[config.mk]
export PLATFORM = sky130hd
export DESIGN_NAME = sas_seq_ctrl_flat
export DESIGN_NICKNAME = d
export VERILOG_FILES = /design/src/rtl/sas_pkg.sv /design/src/rtl/sas_seq_ctrl_if.sv /design/src/rtl/sas_piso.sv /design/src/rtl/sas_seq_ctrl.sv /design/src/flat_wrapper.sv
export SDC_FILE = /design/constraint.sdc
export NUM_CORES = 1
export LEC_CHECK = 0
export BUFFER_PORTS_ARGS = -buffer_cell sky130_fd_sc_hd__buf_2
export CAP_MARGIN = 20
export CORE_MARGIN = 10
export CORE_UTILIZATION = 52
export CTS_CLUSTER_DIAMETER = 100
export DETAILED_ROUTE_END_ITERATION = 6
export HOLD_SLACK_MARGIN = 0.03
export MAX_ROUTING_LAYER = met4
export PLACE_DENSITY = 0.84
export SLEW_MARGIN = 20
export SYNTH_ARGS = -nofsm -noshare
export SYNTH_HDL_FRONTEND = slang
export SYNTH_SLANG_ARGS = --single-unit
[constraint.sdc]
create_clock -name Clock -period 3.81 [get_ports Clock]
set_clock_uncertainty 0.05 [all_clocks]
set_input_delay 0.1905 -clock Clock [delete_from_list [all_inputs] [get_ports Clock]]
set_output_delay 0.1905 -clock Clock [all_outputs]
set_load 0.02 [all_outputs]
[src/rtl/sas_pkg.sv]
// Shared types and constants for the ADD_SEQ input-side sequencer.
package sas_pkg;

    localparam int SAS_WIDTH = 8;

    typedef enum logic [2:0] {
        IDLE,
        LOAD,
        SHIFT,
        SETTLE,
        DONE
    } sas_state_t;

    // Bit-counter width; a one-bit job still needs a one-bit counter.
    function automatic int cntWidth(input int width);
        return (width > 1) ? $clog2(width) : 1;
    endfunction

endpackage

[src/rtl/sas_seq_ctrl_if.sv]
// Host-side job and result handshakes of the sequencer.
interface sas_seq_ctrl_if import sas_pkg::*; #(parameter int WIDTH = SAS_WIDTH);

    logic             StartValid;
    logic             StartReady;
    logic [WIDTH-1:0] Coeff;
    logic [WIDTH-1:0] Operand;
    logic             ResultValid;
    logic             ResultReady;
    logic [WIDTH-1:0] Result;

    modport master (
        output StartValid, Coeff, Operand, ResultReady,
        input  StartReady, ResultValid, Result
    );

    modport slave (
        input  StartValid, Coeff, Operand, ResultReady,
        output StartReady, ResultValid, Result
    );

endinterface

[src/rtl/sas_piso.sv]
// Parallel-in serial-out register; serialOut always shows the next bit to send.
module sas_piso #(
    parameter int WIDTH     = 8,
    parameter bit MSB_FIRST = 1'b1
) (
    input  logic             Clock,
    input  logic             Reset,
    input  logic             load,
    input  logic             shiftEnable,
    input  logic [WIDTH-1:0] parallelIn,
    output logic             serialOut
);

    logic [WIDTH-1:0] shiftReg;

    always_ff @(posedge Clock or posedge Reset) begin
        if (Reset) begin
            shiftReg <= '0;
        end else if (load) begin
            shiftReg <= parallelIn;
        end else if (shiftEnable) begin
            shiftReg <= MSB_FIRST ? (shiftReg << 1) : (shiftReg >> 1);
        end
    end

    assign serialOut = MSB_FIRST ? shiftReg[WIDTH-1] : shiftReg[0];

endmodule

[src/rtl/sas_seq_ctrl.sv]
// Drives ADD_SEQ: accepts a job, loads the coefficient, streams the operand
// bit-serially, then holds the sampled product on the result handshake.
module sas_seq_ctrl import sas_pkg::*; #(
    parameter int WIDTH     = SAS_WIDTH,
    parameter bit MSB_FIRST = 1'b1
) (
    input  logic             Clock,
    input  logic             Reset,
    sas_seq_ctrl_if.slave    host,
    output logic             ParaLoad,
    output logic [WIDTH-1:0] CoeffData,
    output logic             SerialIn,
    output logic             EnableShiftAdd,
    input  logic [WIDTH-1:0] ParallelOut,
    output logic             Busy
);

    localparam int            CW       = cntWidth(WIDTH);
    localparam logic [CW-1:0] LAST_CNT = CW'(WIDTH - 1);

    sas_state_t       state, nextState;
    logic [CW-1:0]    bitCnt;
    logic [WIDTH-1:0] coeffReg;
    logic [WIDTH-1:0] resultReg;
    logic             outOfReset;
    logic             idleReady;
    logic             accept;
    logic             pisoBit;

    // StartReady stays low until the first clock edge after reset release.
    assign idleReady = (state == IDLE) && outOfReset;
    assign accept    = host.StartValid && idleReady;

    always_ff @(posedge Clock or posedge Reset) begin
        if (Reset) begin
            state      <= IDLE;
            outOfReset <= 1'b0;
        end else begin
            state      <= nextState;
            outOfReset <= 1'b1;
        end
    end

    always_comb begin
        nextState        = state;
        ParaLoad         = 1'b0;
        EnableShiftAdd   = 1'b0;
        SerialIn         = 1'b0;
        host.ResultValid = 1'b0;
        host.StartReady  = idleReady;
        Busy             = (state != IDLE);
        case (state)
            IDLE:   if (accept) nextState = LOAD;
            LOAD: begin
                ParaLoad  = 1'b1;
                nextState = SHIFT;
            end
            SHIFT: begin
                EnableShiftAdd = 1'b1;
                SerialIn       = pisoBit;
                if (bitCnt == LAST_CNT) nextState = SETTLE;
            end
            SETTLE: nextState = DONE;
            DONE: begin
                host.ResultValid = 1'b1;
                if (host.ResultReady) nextState = IDLE;
            end
            default: nextState = IDLE;
        endcase
    end

    // Coefficient is held from acceptance; the result only changes on the SETTLE edge.
    always_ff @(posedge Clock or posedge Reset) begin
        if (Reset) begin
            coeffReg  <= '0;
            resultReg <= '0;
            bitCnt    <= '0;
        end else begin
            if (accept) coeffReg <= host.Coeff;
            if (state == LOAD) begin
                bitCnt <= '0;
            end else if (state == SHIFT && bitCnt != LAST_CNT) begin
                bitCnt <= bitCnt + 1'b1;
            end
            if (state == SETTLE) resultReg <= ParallelOut;
        end
    end

    assign CoeffData   = coeffReg;
    assign host.Result = resultReg;

    sas_piso #(
        .WIDTH     (WIDTH),
        .MSB_FIRST (MSB_FIRST)
    ) operandPiso (
        .Clock       (Clock),
        .Reset       (Reset),
        .load        (accept),
        .shiftEnable (state == SHIFT),
        .parallelIn  (host.Operand),
        .serialOut   (pisoBit)
    );

endmodule

[src/flat_wrapper.sv]
// flat-port wrapper written by rule: the top's interface ports become plain ports
module sas_seq_ctrl_flat import sas_pkg::*;
#(
    parameter int WIDTH     = SAS_WIDTH,
    parameter bit MSB_FIRST = 1'b1
)
  (Clock, Reset, ParaLoad, CoeffData, SerialIn, EnableShiftAdd, ParallelOut, Busy, host_StartValid, host_Coeff, host_Operand, host_ResultReady, host_StartReady, host_ResultValid, host_Result);
  sas_seq_ctrl_if #(.WIDTH(WIDTH)) host_i ();
  input  logic Clock;
  input  logic Reset;
  output logic ParaLoad;
  output logic [WIDTH-1:0] CoeffData;
  output logic SerialIn;
  output logic EnableShiftAdd;
  input  logic [WIDTH-1:0] ParallelOut;
  output logic Busy;
  input wire logic [$bits(host_i.StartValid)-1:0] host_StartValid;
  input wire logic [$bits(host_i.Coeff)-1:0] host_Coeff;
  input wire logic [$bits(host_i.Operand)-1:0] host_Operand;
  input wire logic [$bits(host_i.ResultReady)-1:0] host_ResultReady;
  output wire logic [$bits(host_i.StartReady)-1:0] host_StartReady;
  output wire logic [$bits(host_i.ResultValid)-1:0] host_ResultValid;
  output wire logic [$bits(host_i.Result)-1:0] host_Result;
  assign host_i.StartValid = host_StartValid;
  assign host_i.Coeff = host_Coeff;
  assign host_i.Operand = host_Operand;
  assign host_i.ResultReady = host_ResultReady;
  assign host_StartReady = host_i.StartReady;
  assign host_ResultValid = host_i.ResultValid;
  assign host_Result = host_i.Result;
  sas_seq_ctrl #(.WIDTH(WIDTH), .MSB_FIRST(MSB_FIRST)) u_core (.Clock(Clock), .Reset(Reset), .host(host_i), .ParaLoad(ParaLoad), .CoeffData(CoeffData), .SerialIn(SerialIn), .EnableShiftAdd(EnableShiftAdd), .ParallelOut(ParallelOut), .Busy(Busy));
endmodule
==> metrics.txt <==
# diodes 0; CP max FO 10; Final Hold Vio Count 0; sequential fraction of the synthesis area 0.5714; multi-input logic area about 540 µm²; I/O pin total 50; core area between 2000 and 2500 µm²; total global-route track usage 0.1554; Sink Count 31; global route overflow 0; Arrival @ worst endpoint between 1500 and 2000 ps; status finished clean; Worst R2R Path Depth 5; routability cong. around 0.72; post-route ant nets 0; P_leak between 0.0009 and 0.001 µW; Reg area a little under 800 µm²; share of layout cells above drive strength 1 0.5000; synthesis-to-finish area growth 35.30%; simple-gate share of the synthesized area 0.1069; PD cells a little under 800 nW/µm²; most frequent cells in the layout buf_2 (49), dfrtp_1 (31), dlygate4sd3_1 (17); Adder-Cell Fraction of Synth Area 0.01843; Hold Path Class in2reg; DIE AREA between 5000 and 6000 µm²; CTS H-tree depth 2; Chip Width about 71 µm; xor-xnor portion of the synthesized cell area 0.006452; post-synthesis mux area share 0.1558; Max Transition Viols Final 0; DRC errors left 0; maximum clock path buffer count 2; Cell Area, Synth approximately 1400 µm²; minimum clock period 1993 ps; Core Rows 18; hold depth 2; initial antenna violation count 0; syn nets roughly 130; dpl hpwl around 2.4 mm; fmax roughly 500 MHz; worst slew pin tran 631.3 ps; worst-skew pair later-pin latency 340 ps; vias in the first global route around 1100; Sum Neg Setup Slack 0 ps; Mapped Cells between 90 and 100; I/O Buffers 49; CP Capture Type output pin; yosys warns 0; post-synthesis compound-gate area fraction 0.1097; Overall Power between 1000 and 1500 µW; routed len/inst 18.12 µm; Reg clk slew, reported paths approximately 100 ps; Root Buffer clkbuf_4; Die H a little over 70 µm; post-synth top area share 0.5714; peak supply drop between 600 and 700 µV; CTS tree yes; Slew headroom 0.5785; post_cts resized 0; combinational family with the most area after synthesis multiplexers; fin nets between 150 and 200; routed vias/inst between 5 and 6; Worst Setup Start Kind flop; Avg Cell Area, Syn 14.00 µm²; cts hold-fix bufs 14; crit path kind reg2out; pin count of the biggest net entering global routing 32; first-pass GRT wire length between 5 and 6 mm; Post-CTS Setup Inserts 0; Initial Utilization 0.5480; TritonRoute pass-1 iters 4; Cell variety after synth 27; Fillers 168; Synth area leader dfrtp_1; initial DRC count 101; #FFs+latches synth 31; final core utilization 0.7414; commonest non-fill, non-tap cell in the layout buf_2; CTS Buf Count 5; top cells by area, synth dfrtp_1 (57%), mux2_2 (11%), o221a_2 (5.0%); Final Setup Violations 0; unrepaired setup endpoints after global routing false; via count approximately 1000; Final period util 0.5232; max-cap viol count 0; Worst EP required around 3600 ps; Routed WL ~3.6 mm
cells by family (layout without fill, tap and decap cells):
family / after synthesis / in the layout
AOI/OAI and AO/OA: 17 / 17
xor gates and xnor gates: 1 / 1
adders and majority gates: 2 / 2
buffers and inverters: 6 / 77
DFF: 31 / 31
muxes: 18 / 18
other: 1 / 1
and+or+nand+nor: 21 / 21
stage by stage:
stage	std cells	area [µm²]	worst slack (ps)	hold WS [ps]
after detailed placement	173	1613	2075	333.8
after CTS	195	1807	1845	30.96
after global placement	173	1613	2173	336.1
after global routing	198	1837	1659	35.12
final	198	1837	1817	64.12
after floorplan	97	1358	2077	244.0
area by class of cell:
type	instances	share of cell area
repair buffers	66	0.2262
well taps	30	0.02044
flip-flops and latches	31	0.4223
inverters	3	0.006131
clock buffers	6	0.02248
multi-input cells	60	0.2956
clock inverters	2	0.006812
cells in the mapped netlist:
cell and n:
dfrtp_1 31, mux2_2 13, a21o_1 7, o221a_2 6, and3_1 4, nand2_1 4, nor2_1 4, inv_1 3
mux2_4 3, buf_6 2, ha_1 2, mux2i_1 2, o21ai_0 2, a311o_1 1, a31o_2 1, and2_1 1
buf_2 1, conb_1 1, nand2_4 1, nand2b_1 1, nand3b_1 1, nor2_2 1, nor3b_1 1, nor4b_2 1
nor4b_4 1, or3_1 1, xnor2_1 1
worst paths after layout:
check                                                       start                                         end  slack, ps
worst max-delay path                  u_core.state[0]$_DFFE_PP0P_                              EnableShiftAdd       1820
worst min-delay path                              host_Operand[4]  u_core.operandPiso.shiftReg[4]$_DFFE_PP0P_         60
worst max register to register       u_core.bitCnt[0]$_DFFE_PP0P_                u_core.bitCnt[2]$_DFFE_PP0P_       2050
worst min register to register  u_core.host.Result[1]$_DFFE_PP0P_           u_core.host.Result[1]$_DFFE_PP0P_        460
max in group asynchronous                                   Reset  u_core.operandPiso.shiftReg[6]$_DFFE_PP0P_       2870
min in group asynchronous                                   Reset             u_core.CoeffData[0]$_DFFE_PP0P_        430
flip-flops by register name (all words and copies together), names as in the netlist:
register                     cells
u_core.host.Result               8
u_core.bitCnt                    3
u_core.outOfReset                1
u_core.operandPiso.shiftReg      8
u_core.CoeffData                 8
u_core.state                     3
where the power goes:
group          switching (µW)  internal (µW)
combinational             352            308
sequential                102            481
clock                     118           71.1
total                     572            860
critical path, stage by stage (launching register included):
cell,delay [ps]
dfrtp_1,490
nor2_2,350
nand2_1,300
inv_1,110
buf_2,170
routing by layer:
layer  up-vias  global-route usage  wire [µm]
li1        492                   -          -
met2        35              0.2354       1782
met4         0             0.06452         58
met3         6             0.06974        217
met1       505              0.1742       1529
met5         -                   -          0
Power figures use the tool's default switching activity.
